<file path="src/rtl/period_finder_scheduler.sv">
// Round-robin scheduler that time-shares one classical_period_finder among
// NUM_REQ requesters, with a start/done handshake, a watchdog abort and a response port.
module period_finder_scheduler #(
  parameter int WIDTH          = 8,
  parameter int NUM_REQ        = 4,
  parameter int TIMEOUT_CYCLES = 512
) (
  input  logic                       clk,
  input  logic                       reset,
  input  logic [NUM_REQ-1:0]         req_valid,
  output logic [NUM_REQ-1:0]         req_ready,
  input  logic [NUM_REQ*WIDTH-1:0]   req_modulus,
  input  logic [NUM_REQ*WIDTH-1:0]   req_base,
  output logic                       rsp_valid,
  input  logic                       rsp_ready,
  output logic [$clog2(NUM_REQ)-1:0] rsp_id,
  output logic [WIDTH-1:0]           rsp_period,
  output logic [WIDTH-1:0]           rsp_mu,
  output logic [1:0]                 rsp_status,
  output logic                       pf_reset_n,
  output logic                       pf_start,
  output logic [WIDTH-1:0]           pf_modulus,
  output logic [WIDTH-1:0]           pf_base,
  input  logic                       pf_done,
  input  logic [WIDTH-1:0]           pf_period,
  input  logic [WIDTH-1:0]           pf_mu
);

  localparam int IDW = $clog2(NUM_REQ);
  localparam int WDW = $clog2(TIMEOUT_CYCLES);

  localparam logic [WDW-1:0] WD_LAST = WDW'(TIMEOUT_CYCLES - 1);
  localparam logic [IDW-1:0] LAST_ID = IDW'(NUM_REQ - 1);

  localparam logic [2:0] S_IDLE  = 3'd0;
  localparam logic [2:0] S_ISSUE = 3'd1;
  localparam logic [2:0] S_DRAIN = 3'd2;
  localparam logic [2:0] S_ABORT = 3'd3;
  localparam logic [2:0] S_RESP  = 3'd4;

  localparam logic [1:0] ST_OK      = 2'b00;
  localparam logic [1:0] ST_TIMEOUT = 2'b01;
  localparam logic [1:0] ST_BADMOD  = 2'b10;

  logic [2:0]       state_q,  state_d;
  logic [IDW-1:0]   ptr_q,    ptr_d;
  logic [IDW-1:0]   id_q,     id_d;
  logic [WIDTH-1:0] mod_q,    mod_d;
  logic [WIDTH-1:0] base_q,   base_d;
  logic [WIDTH-1:0] period_q, period_d;
  logic [WIDTH-1:0] mu_q,     mu_d;
  logic [1:0]       status_q, status_d;
  logic [WDW-1:0]   wdog_q,   wdog_d;
  logic             abort_q,  abort_d;

  logic             found;
  logic [IDW-1:0]   winner;
  logic [IDW-1:0]   cand_idx;
  int unsigned      cand;
  logic [WIDTH-1:0] win_mod;
  logic [WIDTH-1:0] win_base;
  logic             grant;

  // Round-robin search starting at ptr_q; the first valid requester wins.
  always_comb begin
    found    = 1'b0;
    winner   = '0;
    cand     = 0;
    cand_idx = '0;
    for (int unsigned i = 0; i < NUM_REQ; i++) begin
      cand     = (32'(ptr_q) + i) % NUM_REQ;
      cand_idx = IDW'(cand);
      if (!found && req_valid[cand_idx]) begin
        found  = 1'b1;
        winner = cand_idx;
      end
    end
  end

  always_comb begin
    win_mod  = '0;
    win_base = '0;
    for (int unsigned i = 0; i < NUM_REQ; i++) begin
      if (winner == IDW'(i)) begin
        win_mod  = req_modulus[i*WIDTH +: WIDTH];
        win_base = req_base[i*WIDTH +: WIDTH];
      end
    end
  end

  assign rsp_valid = (state_q == S_RESP);
  assign grant     = (state_q == S_IDLE) && !rsp_valid && found && !reset;

  always_comb begin
    req_ready = '0;
    if (grant) req_ready[winner] = 1'b1;
  end

  always_comb begin
    state_d  = state_q;
    ptr_d    = ptr_q;
    id_d     = id_q;
    mod_d    = mod_q;
    base_d   = base_q;
    period_d = period_q;
    mu_d     = mu_q;
    status_d = status_q;
    wdog_d   = wdog_q;
    abort_d  = abort_q;
    case (state_q)
      S_IDLE: begin
        if (grant) begin
          id_d   = winner;
          mod_d  = win_mod;
          base_d = win_base;
          ptr_d  = (winner == LAST_ID) ? '0 : winner + 1'b1;
          wdog_d = '0;
          // A zero modulus never reaches the finder; answer directly.
          if (win_mod == '0) begin
            state_d  = S_RESP;
            status_d = ST_BADMOD;
            period_d = '0;
            mu_d     = '0;
          end else begin
            state_d = S_ISSUE;
          end
        end
      end
      S_ISSUE: begin
        if (pf_done) begin
          period_d = pf_period;
          mu_d     = pf_mu;
          status_d = ST_OK;
          state_d  = S_DRAIN;
        end else if (wdog_q == WD_LAST) begin
          abort_d = 1'b0;
          state_d = S_ABORT;
        end else begin
          wdog_d = wdog_q + 1'b1;
        end
      end
      S_DRAIN: begin
        if (!pf_done) state_d = S_RESP;
      end
      S_ABORT: begin
        if (abort_q) begin
          status_d = ST_TIMEOUT;
          period_d = '0;
          mu_d     = '0;
          state_d  = S_RESP;
        end else begin
          abort_d = 1'b1;
        end
      end
      S_RESP: begin
        if (rsp_ready) state_d = S_IDLE;
      end
      default: state_d = S_IDLE;
    endcase
  end

  always_ff @(posedge clk) begin
    if (reset) begin
      state_q  <= S_IDLE;
      ptr_q    <= '0;
      id_q     <= '0;
      mod_q    <= '0;
      base_q   <= '0;
      period_q <= '0;
      mu_q     <= '0;
      status_q <= '0;
      wdog_q   <= '0;
      abort_q  <= 1'b0;
    end else begin
      state_q  <= state_d;
      ptr_q    <= ptr_d;
      id_q     <= id_d;
      mod_q    <= mod_d;
      base_q   <= base_d;
      period_q <= period_d;
      mu_q     <= mu_d;
      status_q <= status_d;
      wdog_q   <= wdog_d;
      abort_q  <= abort_d;
    end
  end

  assign rsp_id     = id_q;
  assign rsp_period = period_q;
  assign rsp_mu     = mu_q;
  assign rsp_status = status_q;
  assign pf_start   = (state_q == S_ISSUE);
  assign pf_modulus = mod_q;
  assign pf_base    = base_q;
  assign pf_reset_n = !reset && (state_q != S_ABORT);

endmodule
</file>
<file path="config.mk">
export PLATFORM = sky130hd
export DESIGN_NAME = period_finder_scheduler
export DESIGN_NICKNAME = d
export VERILOG_FILES = /design/src/rtl/period_finder_scheduler.sv
export SDC_FILE = /design/constraint.sdc
export NUM_CORES = 1
export LEC_CHECK = 0
export CAP_MARGIN = 20
export CORE_ASPECT_RATIO = 1.4
export CORE_UTILIZATION = 30
export DETAILED_ROUTE_END_ITERATION = 6
export PLACE_DENSITY = 0.66
export SLEW_MARGIN = 20
export SYNTH_ARGS = -nofsm -noshare
export SYNTH_HDL_FRONTEND = slang
export SYNTH_SLANG_ARGS = --single-unit
export TNS_END_PERCENT = 20
</file>
<file path="constraint.sdc">
create_clock -name clk -period 6.9 [get_ports clk]
set_clock_uncertainty 0.05 [all_clocks]
set_input_delay 1.725 -clock clk [delete_from_list [all_inputs] [get_ports clk]]
set_output_delay 1.725 -clock clk [all_outputs]
set_load 0.01 [all_outputs]
</file>
==> impl_metrics.tcl, run 1 <==
set metrics [dict create \
    yosysWarnings 0 \
    die_x_um 82.87 \
    synth_top_family_by_area "simple AND/OR/NAND/NOR gates" \
    track_usage_pct 17.01 \
    grt_max_degree 47 \
    synth_compound_area_share_pct 25.28 \
    cts_buffer_depth 2 \
    worstPathRequired_ps 5120 \
    core_um2 8708 \
    p_per_area_nw_per_um2 336.9 \
    setup.worst_path.class "input pin to output port" \
    synthMuxAreaShare_pct 0.7289 \
    die-area_um2 9547 \
    pre_cts_ws_ps 582.8 \
    critPathCapture "req_ready[2]" \
    num-nets-final 568 \
    status "completed" \
    finalCriticalPeriod_ps 6338 \
    synthesis.nets 452 \
    gp_congestion 0.8265 \
    wl_per_cell_um 14.21 \
    r2r-end "rsp_status[0]" \
    worstMarginPinSlew_ps 1047 \
    num_vias 3008 \
    die_h_um 115.2 \
    ys_seq_area_share_pct 37.18 \
    reg2reg_depth 12 \
    ys_types 41 \
    maxCapViolCount 0 \
    diodes 0 \
    start_kind "input pin" \
    ys_ff_latch 51 \
    fill_cells 881 \
    row_count 40 \
    htree_levels 2 \
    timing.fmax_mhz 157.8 \
    hpwlAfterDp_mm 6.083 \
    rrSetupSlack_ps 3240 \
    multi_input_area_um2 1583 \
    drc 0 \
    syn_inst 358 \
    synthAdderAreaFrac_pct 2.733 \
    overflow 0 \
    worst_setup_path_end_kind "output port" \
    finalSetupViolCount 0 \
    placed_cells 572 \
    routed_wl_mm 8.228 \
    clkTransAtPathRegs_ps 60 \
    drt_iter0_drc 167 \
    hold_viol_final 0 \
    slew-limit-headroom_pct 30.06 \
    syn_avg_cell_area_um2 7.671 \
    min_period_over_period_pct 91.86 \
    grt_pass1_wl_mm 13.21 \
    min_path_type "register to register" \
    synth-edff-count 0 \
    cts_sinks 51 \
    hold_buffers 0 \
    fin_cells 579 \
    postRouteAntennaNets 0 \
    cts_tree "yes" \
    grt_pass1_vias 2871 \
    post-cts-setup-buffers 0 \
    startpoint "req_valid[1]" \
    port_buffers 130 \
    cts_resized 0 \
    crit_arrival_ps 4560 \
    start_util_pct 31.54 \
    viasPerCell 5.195 \
    cts-root-buf "clkbuf_16" \
    worst_ir_drop_vdd_mv 0.1545 \
    firstDrtPassIters 4 \
    worstSkewPairLatency_ps 290 \
    async_flop_share_pct 0 \
    setup_ws_ps 561.5 \
    synthSimpleGateAreaFrac_pct 26.79 \
    drive_above_1_share_pct 2.954 \
    setup-tns-final_ps 0 \
    maxSlewViolCount 0 \
    rsz0062_at_grt "false" \
    seqCellArea_um2 1021 \
    cts_made_buffers 5 \
    hold_slack_ps 416.8 \
    synthFlopType "dfxtp_1" \
    total_power_mw 1.439 \
    synthXorXnorAreaFrac_pct 1.913 \
    syn_area_um2 2746 \
    antenna_found_initial 0 \
    design.portCount 131 \
    power_leakage_nw 1.493 \
    cp_max_fo 13 \
    syn2layout_area_growth_pct 55.49 \
    timing.rr.start "ptr_q[0]" \
]
## stage by stage
step / utilization [%] / area (µm²)
6_report: 49.04 / 4270
5_1_grt: 49.04 / 4270
2_1_floorplan: - / 2746
3_5_place_dp: 47.21 / 4111
4_1_cts: 49.04 / 4270
3_3_place_gp: 47.21 / 4111
## worst max-delay path: stages
cell and delay, ps:
clkdlybuf4s50_1 470, nor4_1 630, nand2b_1 230, ha_1 460, clkinv_1 340, nor2_1 170
clkdlybuf4s50_1 540
## sequential cells by signal, summed over array words and instances (netlist names)
register and flops:
wdog_q 9, pf_base 8, pf_modulus 8, rsp_mu 8, rsp_period 8, state_q 3, ptr_q 2, rsp_id 2
rsp_status 2, abort_q 1
## synthesized netlist by cell type (2+ instances only)
master     n  share of area (%)
nor3_1    16                2.9
o21ai_0   40                7.3
inv_1      9                1.2
nor2_1    29                4.0
nand2b_1   4               0.91
o22ai_1    3               0.68
nand3_1    5               0.91
nor3b_1    2               0.55
a211oi_1   2               0.55
a21oi_1   35                6.4
nor4_1     3               0.68
ha_1       6                2.7
clkbuf_1  20                2.7
dfxtp_1   51                 37
nand4_1   18                4.1
xnor2_1    4                1.3
buf_2      4               0.73
xor2_1     2               0.64
mux2i_1    2               0.73
a221oi_1  10                3.2
o22a_1     7                2.2
nand2_1   37                5.1
a22o_1     3               0.96
nor2b_1    2               0.46
or3_1      2               0.46
nand3b_1  21                5.7
o211ai_1   7                1.9
## worst min path at each step
stage                     startpoint         to  slack (ps)  cells after the start
after global placement     wdog_q[8]  wdog_q[8]         400                      2
after detailed placement   wdog_q[8]  wdog_q[8]         410                      2
final                      wdog_q[8]  wdog_q[8]         420                      2
after global routing       wdog_q[8]  wdog_q[8]         440                      2
after CTS                  wdog_q[8]  wdog_q[8]         420                      2
after floorplan            wdog_q[8]  wdog_q[8]         390                      2
## final cells by class
class	count	area share, %
clock buffers	6	3.018
well taps	105	3.076
clock inverters	1	0.7032
multi-input cells	271	37.06
repair buffers	135	31.35
inverters	10	0.8790
flip-flops and latches	51	23.91
## per-layer routing
layer,part of all wire [%],track usage [%],up-vias
met2,49,30.11,106
li1,-,-,1534
met3,8.4,5.815,9
met4,1.5,6.552,0
met1,41,18.82,1359
met5,0,0,-
## logic make-up (layout without fill, tap and decap cells)
| group | after synthesis | in the layout |
|---|---|---|
| AND/OR/NAND/NOR | 143 | 143 |
| AO/OA/AOI/OAI | 114 | 114 |
| flip-flops | 51 | 51 |
| buffers and inverters | 36 | 152 |
| adder cells (fa/ha/maj) | 6 | 6 |
| XOR/XNOR | 6 | 6 |
| multiplexers | 2 | 2 |
## layout by cell type (no fill, tap or decap), types with 2 or more instances in the layout
master	synthesis	routed
clkdlybuf4s50_1	0	130
dfxtp_1	51	51
o21ai_0	40	40
nand2_1	37	37
a21oi_1	35	35
nor2_1	29	29
nand3b_1	21	21
nand4_1	18	18
nor3_1	16	16
a221oi_1	10	10
inv_1	9	9
o22a_1	7	7
o211ai_1	7	7
ha_1	6	6
nand3_1	5	5
clkbuf_16	0	5
buf_4	0	5
nand2b_1	4	4
xnor2_1	4	4
o22ai_1	3	3
nor4_1	3	3
a22o_1	3	3
nor3b_1	2	2
nor2b_1	2	2
or3_1	2	2
xor2_1	2	2
mux2i_1	2	2
## where the power goes
group	internal (mW)	total (mW)	switching [mW]	leakage, nW
combinational	0.336	0.742	0.406	0.999
sequential	0.364	0.424	0.0594	0.417
clock	0.169	0.273	0.104	0.0769
No activity file was read; power rests on OpenSTA's default activity.
==> inputs of run 2 (changes only) <==
--- a/config.mk
+++ b/config.mk
@@ -8,6 +8,8 @@
 export CAP_MARGIN = 20
 export CORE_ASPECT_RATIO = 1.4
 export CORE_UTILIZATION = 30
+export CTS_BUF_LIST = sky130_fd_sc_hd__clkbuf_4 sky130_fd_sc_hd__clkbuf_8
+export CTS_CLUSTER_SIZE = 24
 export DETAILED_ROUTE_END_ITERATION = 6
 export PLACE_DENSITY = 0.66
 export SLEW_MARGIN = 20
==> impl_metrics.tcl, run 2 (same netlist as run 1, synthesis figures left out) <==
set metrics [dict create \
    cp_common_cell "clkdlybuf4s50_1" \
    cts_resized 0 \
    min_period_over_period_pct 91.75 \
    p_per_area_nw_per_um2 324.9 \
    drive_above_1_share_pct 3.165 \
    cts_made_buffers 5 \
    rsz0062_at_grt "false" \
    hold_buffers 0 \
    crit_path_max_incr_delay_ps 620 \
    viasPerCell 5.192 \
    worstMarginPinSlew_ps 1054 \
    cts_buffer_depth 2 \
    hold_viol_final 0 \
    cp_max_fo 13 \
    grt_max_degree 47 \
    placed_cells 572 \
    r2r-end "rsp_status[0]" \
    cts_tree "yes" \
    status "completed" \
    die_x_um 82.87 \
    worstPathRequired_ps 5120 \
    routed_wl_mm 8.182 \
    timing.rr.start "ptr_q[0]" \
    timing.fmax_mhz 158.0 \
    drc 0 \
    postRouteAntennaNets 0 \
    top_register "wdog_q" \
    maxSlewViolCount 0 \
    port_buffers 130 \
    use_met1_pct 18.73 \
    worst_setup_path_end_kind "output port" \
    diodes 0 \
    maxCapViolCount 0 \
    largest_register_ff_count 9 \
    track_usage_pct 16.80 \
    core_um2 8708 \
    crit_arrival_ps 4560 \
    syn2layout_area_growth_pct 53.58 \
    finalCriticalPeriod_ps 6331 \
    drt_iter0_drc 148 \
    die-area_um2 9547 \
    num-nets-final 568 \
    slew-limit-headroom_pct 29.61 \
    holdPathEnd "wdog_q[8]" \
    power_leakage_nw 1.471 \
    start_kind "input pin" \
    met2_usage_pct 30.11 \
    grt_use_met3_pct 5.384 \
    critical_path.cell_chain "clkdlybuf4s50_1 -> nor4_1 -> nand2b_1 -> ha_1 -> clkinv_1 -> nor2_1 -> clkdlybuf4s50_1" \
    cp_slowest_cell "nor4_1" \
    worst_ir_drop_vdd_mv 0.1503 \
    rrSetupSlack_ps 3230 \
    holdPathStages 2 \
    busiest_layer "met2" \
    cts_sinks 51 \
    reg2reg_depth 12 \
    design.portCount 131 \
    antenna_found_initial 0 \
    post-cts-setup-buffers 0 \
    start_util_pct 31.54 \
    hpwlAfterDp_mm 6.083 \
    htree_levels 2 \
    clkTransAtPathRegs_ps 80 \
    final_cell_mix "clkdlybuf4s50_1 (130), dfxtp_1 (51), o21ai_0 (40)" \
    layout_commonest_cell "clkdlybuf4s50_1" \
    gp_congestion 0.8265 \
    grt_pass1_wl_mm 13.18 \
    worstSkewPairLatency_ps 310 \
    wl_per_cell_um 14.13 \
    grt_pass1_vias 2876 \
    setup.worst_path.class "input pin to output port" \
    cts-root-buf "clkbuf_8" \
    overflow 0 \
    min_path_type "register to register" \
    finalSetupViolCount 0 \
    num_vias 3006 \
    die_h_um 115.2 \
    firstDrtPassIters 4 \
    min_from "wdog_q[8]" \
    row_count 40 \
    setup-tns-final_ps 0 \
    fin_cells 579 \
]
run 2: cell counts in the layout (fill, tap and decap cells not counted):
Identical to the previous run, type by type.
run 2: worst max-delay path by stage:
| stage | cells past startpoint | endpoint | slack [ps] | startpoint |
|---|---|---|---|---|
| floorplan | 11 | req_ready[1] | 1750 | req_valid[0] |
| global placement | 7 | req_ready[2] | 590 | req_valid[1] |
| detailed placement | 7 | req_ready[2] | 580 | req_valid[1] |
| CTS | 7 | req_ready[2] | 560 | req_valid[1] |
| global route | 7 | req_ready[2] | 320 | req_valid[1] |
| finish | 7 | req_ready[2] | 570 | req_valid[1] |
run 2: area by class of cell:
| class | instances | area (µm²) |
|---|---|---|
| clock buffers | 6 | 76.32 |
| clock inverters | 1 | 30.03 |
| fillers | 879 | 4491 |
| inverters | 10 | 37.54 |
| multi-input cells | 271 | 1583 |
| flip-flops and latches | 51 | 1021 |
| well taps | 105 | 131.4 |
| repair buffers | 135 | 1339 |
run 2: worst max-delay path, delay by kind of cell:
kind | cells | cell delay (ps)
adders and majority gates | 1 | 450
buffers and inverters | 3 | 1350
and+or+nand+nor | 3 | 1020
run 2: stage by stage:
stage          power (mW)  worst slack [ps]  hold WS [ps]  area, µm²  utilization, %
2_1_floorplan      0.8901              1747         390.6       2746               -
6_report            1.370             569.3         420.4       4218           48.43
5_1_grt             1.486             321.1         445.0       4218           48.43
3_5_place_dp        1.173             582.8         406.9       4111           47.21
3_3_place_gp        1.163             591.1         399.3       4111           47.21
4_1_cts             1.385             557.4         418.9       4218           48.43
run 2: report_power, final:
group / internal (mW) / total, mW / switching, mW
registers: 0.364 / 0.423 / 0.0596
clock network: 0.110 / 0.205 / 0.0947
logic: 0.336 / 0.742 / 0.406
run 2: metal layers:
| metal | up-vias | share of wire (%) |
|---|---|---|
| met3 | 6 | 8.4 |
| met1 | 1357 | 41 |
| met4 | 0 | 1.3 |
| li1 | 1533 | - |
| met2 | 110 | 49 |
| met5 | - | 0 |
==> inputs of run 3 (changes only) <==
--- a/config.mk
+++ b/config.mk
@@ -6,7 +6,6 @@
 export NUM_CORES = 1
 export LEC_CHECK = 0
 export CAP_MARGIN = 20
-export CORE_ASPECT_RATIO = 1.4
 export CORE_UTILIZATION = 30
 export CTS_BUF_LIST = sky130_fd_sc_hd__clkbuf_4 sky130_fd_sc_hd__clkbuf_8
 export CTS_CLUSTER_SIZE = 24
==> impl_metrics.tcl, run 3 (same netlist as run 1, synthesis figures left out) <==
set metrics [dict create \
    top_register "wdog_q" \
    hold_buffers 0 \
    worstMarginPinSlew_ps 1078 \
    overflow 0 \
    violations "DRC" \
    drive_above_1_share_pct 3.368 \
    row_count 34 \
    layout_commonest_cell "clkdlybuf4s50_1" \
    track_usage_pct 17.33 \
    port_buffers 130 \
    maxSlewViolCount 0 \
    cts-root-buf "clkbuf_8" \
    die_x_um 97.68 \
    syn2layout_area_growth_pct 54.26 \
    cts_made_buffers 5 \
    antenna_found_initial 0 \
    firstDrtPassIters 7 \
    seq_power_share_pct 30.6 \
    maxCapViolCount 0 \
    power_leakage_nw 1.478 \
    hpwlAfterDp_mm 6.196 \
    utilization_pct 48.11 \
    p_per_area_nw_per_um2 328.3 \
    grt_max_degree 47 \
    num-nets-final 568 \
    start_util_pct 31.19 \
    total_power_mw 1.391 \
    die-area_um2 9541 \
    setup_ws_ps 484.1 \
    fill_cells 855 \
    timing.rr.start "ptr_q[1]" \
    r2r-end "rsp_status[0]" \
    htree_levels 2 \
    diodes 0 \
    grt_pass1_vias 2932 \
    rrSetupSlack_ps 3280 \
    hold_viol_final 0 \
    grt_pass1_wl_mm 13.59 \
    cp_max_fo 13 \
    setup-tns-final_ps 0 \
    cts_buffer_depth 2 \
    worst_setup_path_end_kind "output port" \
    hold_slack_ps 419.5 \
    drc 16 \
    swShare_pct 41.05 \
    finalCriticalPeriod_ps 6416 \
    cts_tree "yes" \
    cts_sinks 51 \
    routed_wl_mm 8.370 \
    min_period_over_period_pct 92.98 \
    placed_cells 575 \
    cts_resized 0 \
    gp_congestion 0.7553 \
    min_path_type "register to register" \
    postRouteAntennaNets 0 \
    final_area_um2 4237 \
    worst_ir_drop_vdd_mv 0.1650 \
    final_cell_mix "clkdlybuf4s50_1 (130), dfxtp_1 (51), o21ai_0 (40)" \
    status "finished with violations" \
    rsz0062_at_grt "false" \
    critPathCapture "req_ready[2]" \
    viasPerCell 5.235 \
    pre_cts_ws_ps 523.3 \
    fin_cells 583 \
    finalSetupViolCount 0 \
    p_int_mw 0.8198 \
    die_h_um 97.68 \
    startpoint "req_valid[1]" \
    design.portCount 131 \
    crit_arrival_ps 4640 \
    core_um2 8806 \
    num_vias 3052 \
    clkTransAtPathRegs_ps 100 \
    drt_iter0_drc 132 \
    largest_register_ff_count 9 \
    p_sw_mw 0.5709 \
    slew-limit-headroom_pct 27.99 \
    p_comb_share_pct 53.4 \
    wl_per_cell_um 14.36 \
    timing.fmax_mhz 155.9 \
    reg2reg_depth 13 \
    post-cts-setup-buffers 0 \
    p_clk_share_pct 16.0 \
    worstSkewPairLatency_ps 310 \
    start_kind "input pin" \
    placed_cell_area_um2 4115 \
    setup.worst_path.class "input pin to output port" \
    worstPathRequired_ps 5120 \
]
-- run 3: cell types whose count changed in the layout (fill, tap and decap cells not counted) --
cell	before	now
clkbuf_4	1	0
clkbuf_8	5	6
inv_6	0	1
-- run 3: power groups by stage --
stage	clock (mW)	sequential [mW]	combinational, mW
finish	0.222	0.425	0.743
global route	0.239	0.437	0.824
CTS	0.228	0.426	0.752
detailed placement	0	0.431	0.748
global placement	0	0.430	0.735
floorplan	0	0.432	0.458
-- run 3: worst min path at each step --
| stage | from | to | slack [ps] | depth (start not counted) |
|---|---|---|---|---|
| after floorplan | wdog_q[8] | wdog_q[8] | 390 | 2 |
| after detailed placement | wdog_q[8] | wdog_q[8] | 410 | 2 |
| after global routing | abort_q | abort_q | 450 | 2 |
| after CTS | wdog_q[8] | wdog_q[8] | 420 | 2 |
| after global placement | wdog_q[8] | wdog_q[8] | 400 | 2 |
| final | wdog_q[8] | wdog_q[8] | 420 | 2 |
-- run 3: cell type report --
cell class / instances / area, µm² / share of cell area, %
Inverter: 10 / 37.54 / 0.8860
Tap cell: 108 / 135.1 / 3.190
Sequential cell: 51 / 1021 / 24.10
Timing Repair Buffer: 135 / 1339 / 31.60
Clock inverter: 2 / 38.79 / 0.9155
Multi-Input combinational cell: 271 / 1583 / 37.36
Clock buffer: 6 / 82.58 / 1.949
-- run 3: critical path, cell delays in order --
cell and delay, ps:
clkdlybuf4s50_1 450, nor4_1 640, nand2b_1 230, ha_1 480, clkinv_1 370, nor2_1 180, clkdlybuf4s50_1 550
-- run 3: routing by layer --
layer | GRT usage (%) | wire length [µm] | vias to the layer above
li1 | - | - | 1539
met1 | 21.00 | 3639 | 1429
met2 | 31.04 | 4274 | 73
met3 | 3.669 | 356 | 11
met4 | 4.196 | 99 | 0
met5 | 0 | 0 | -
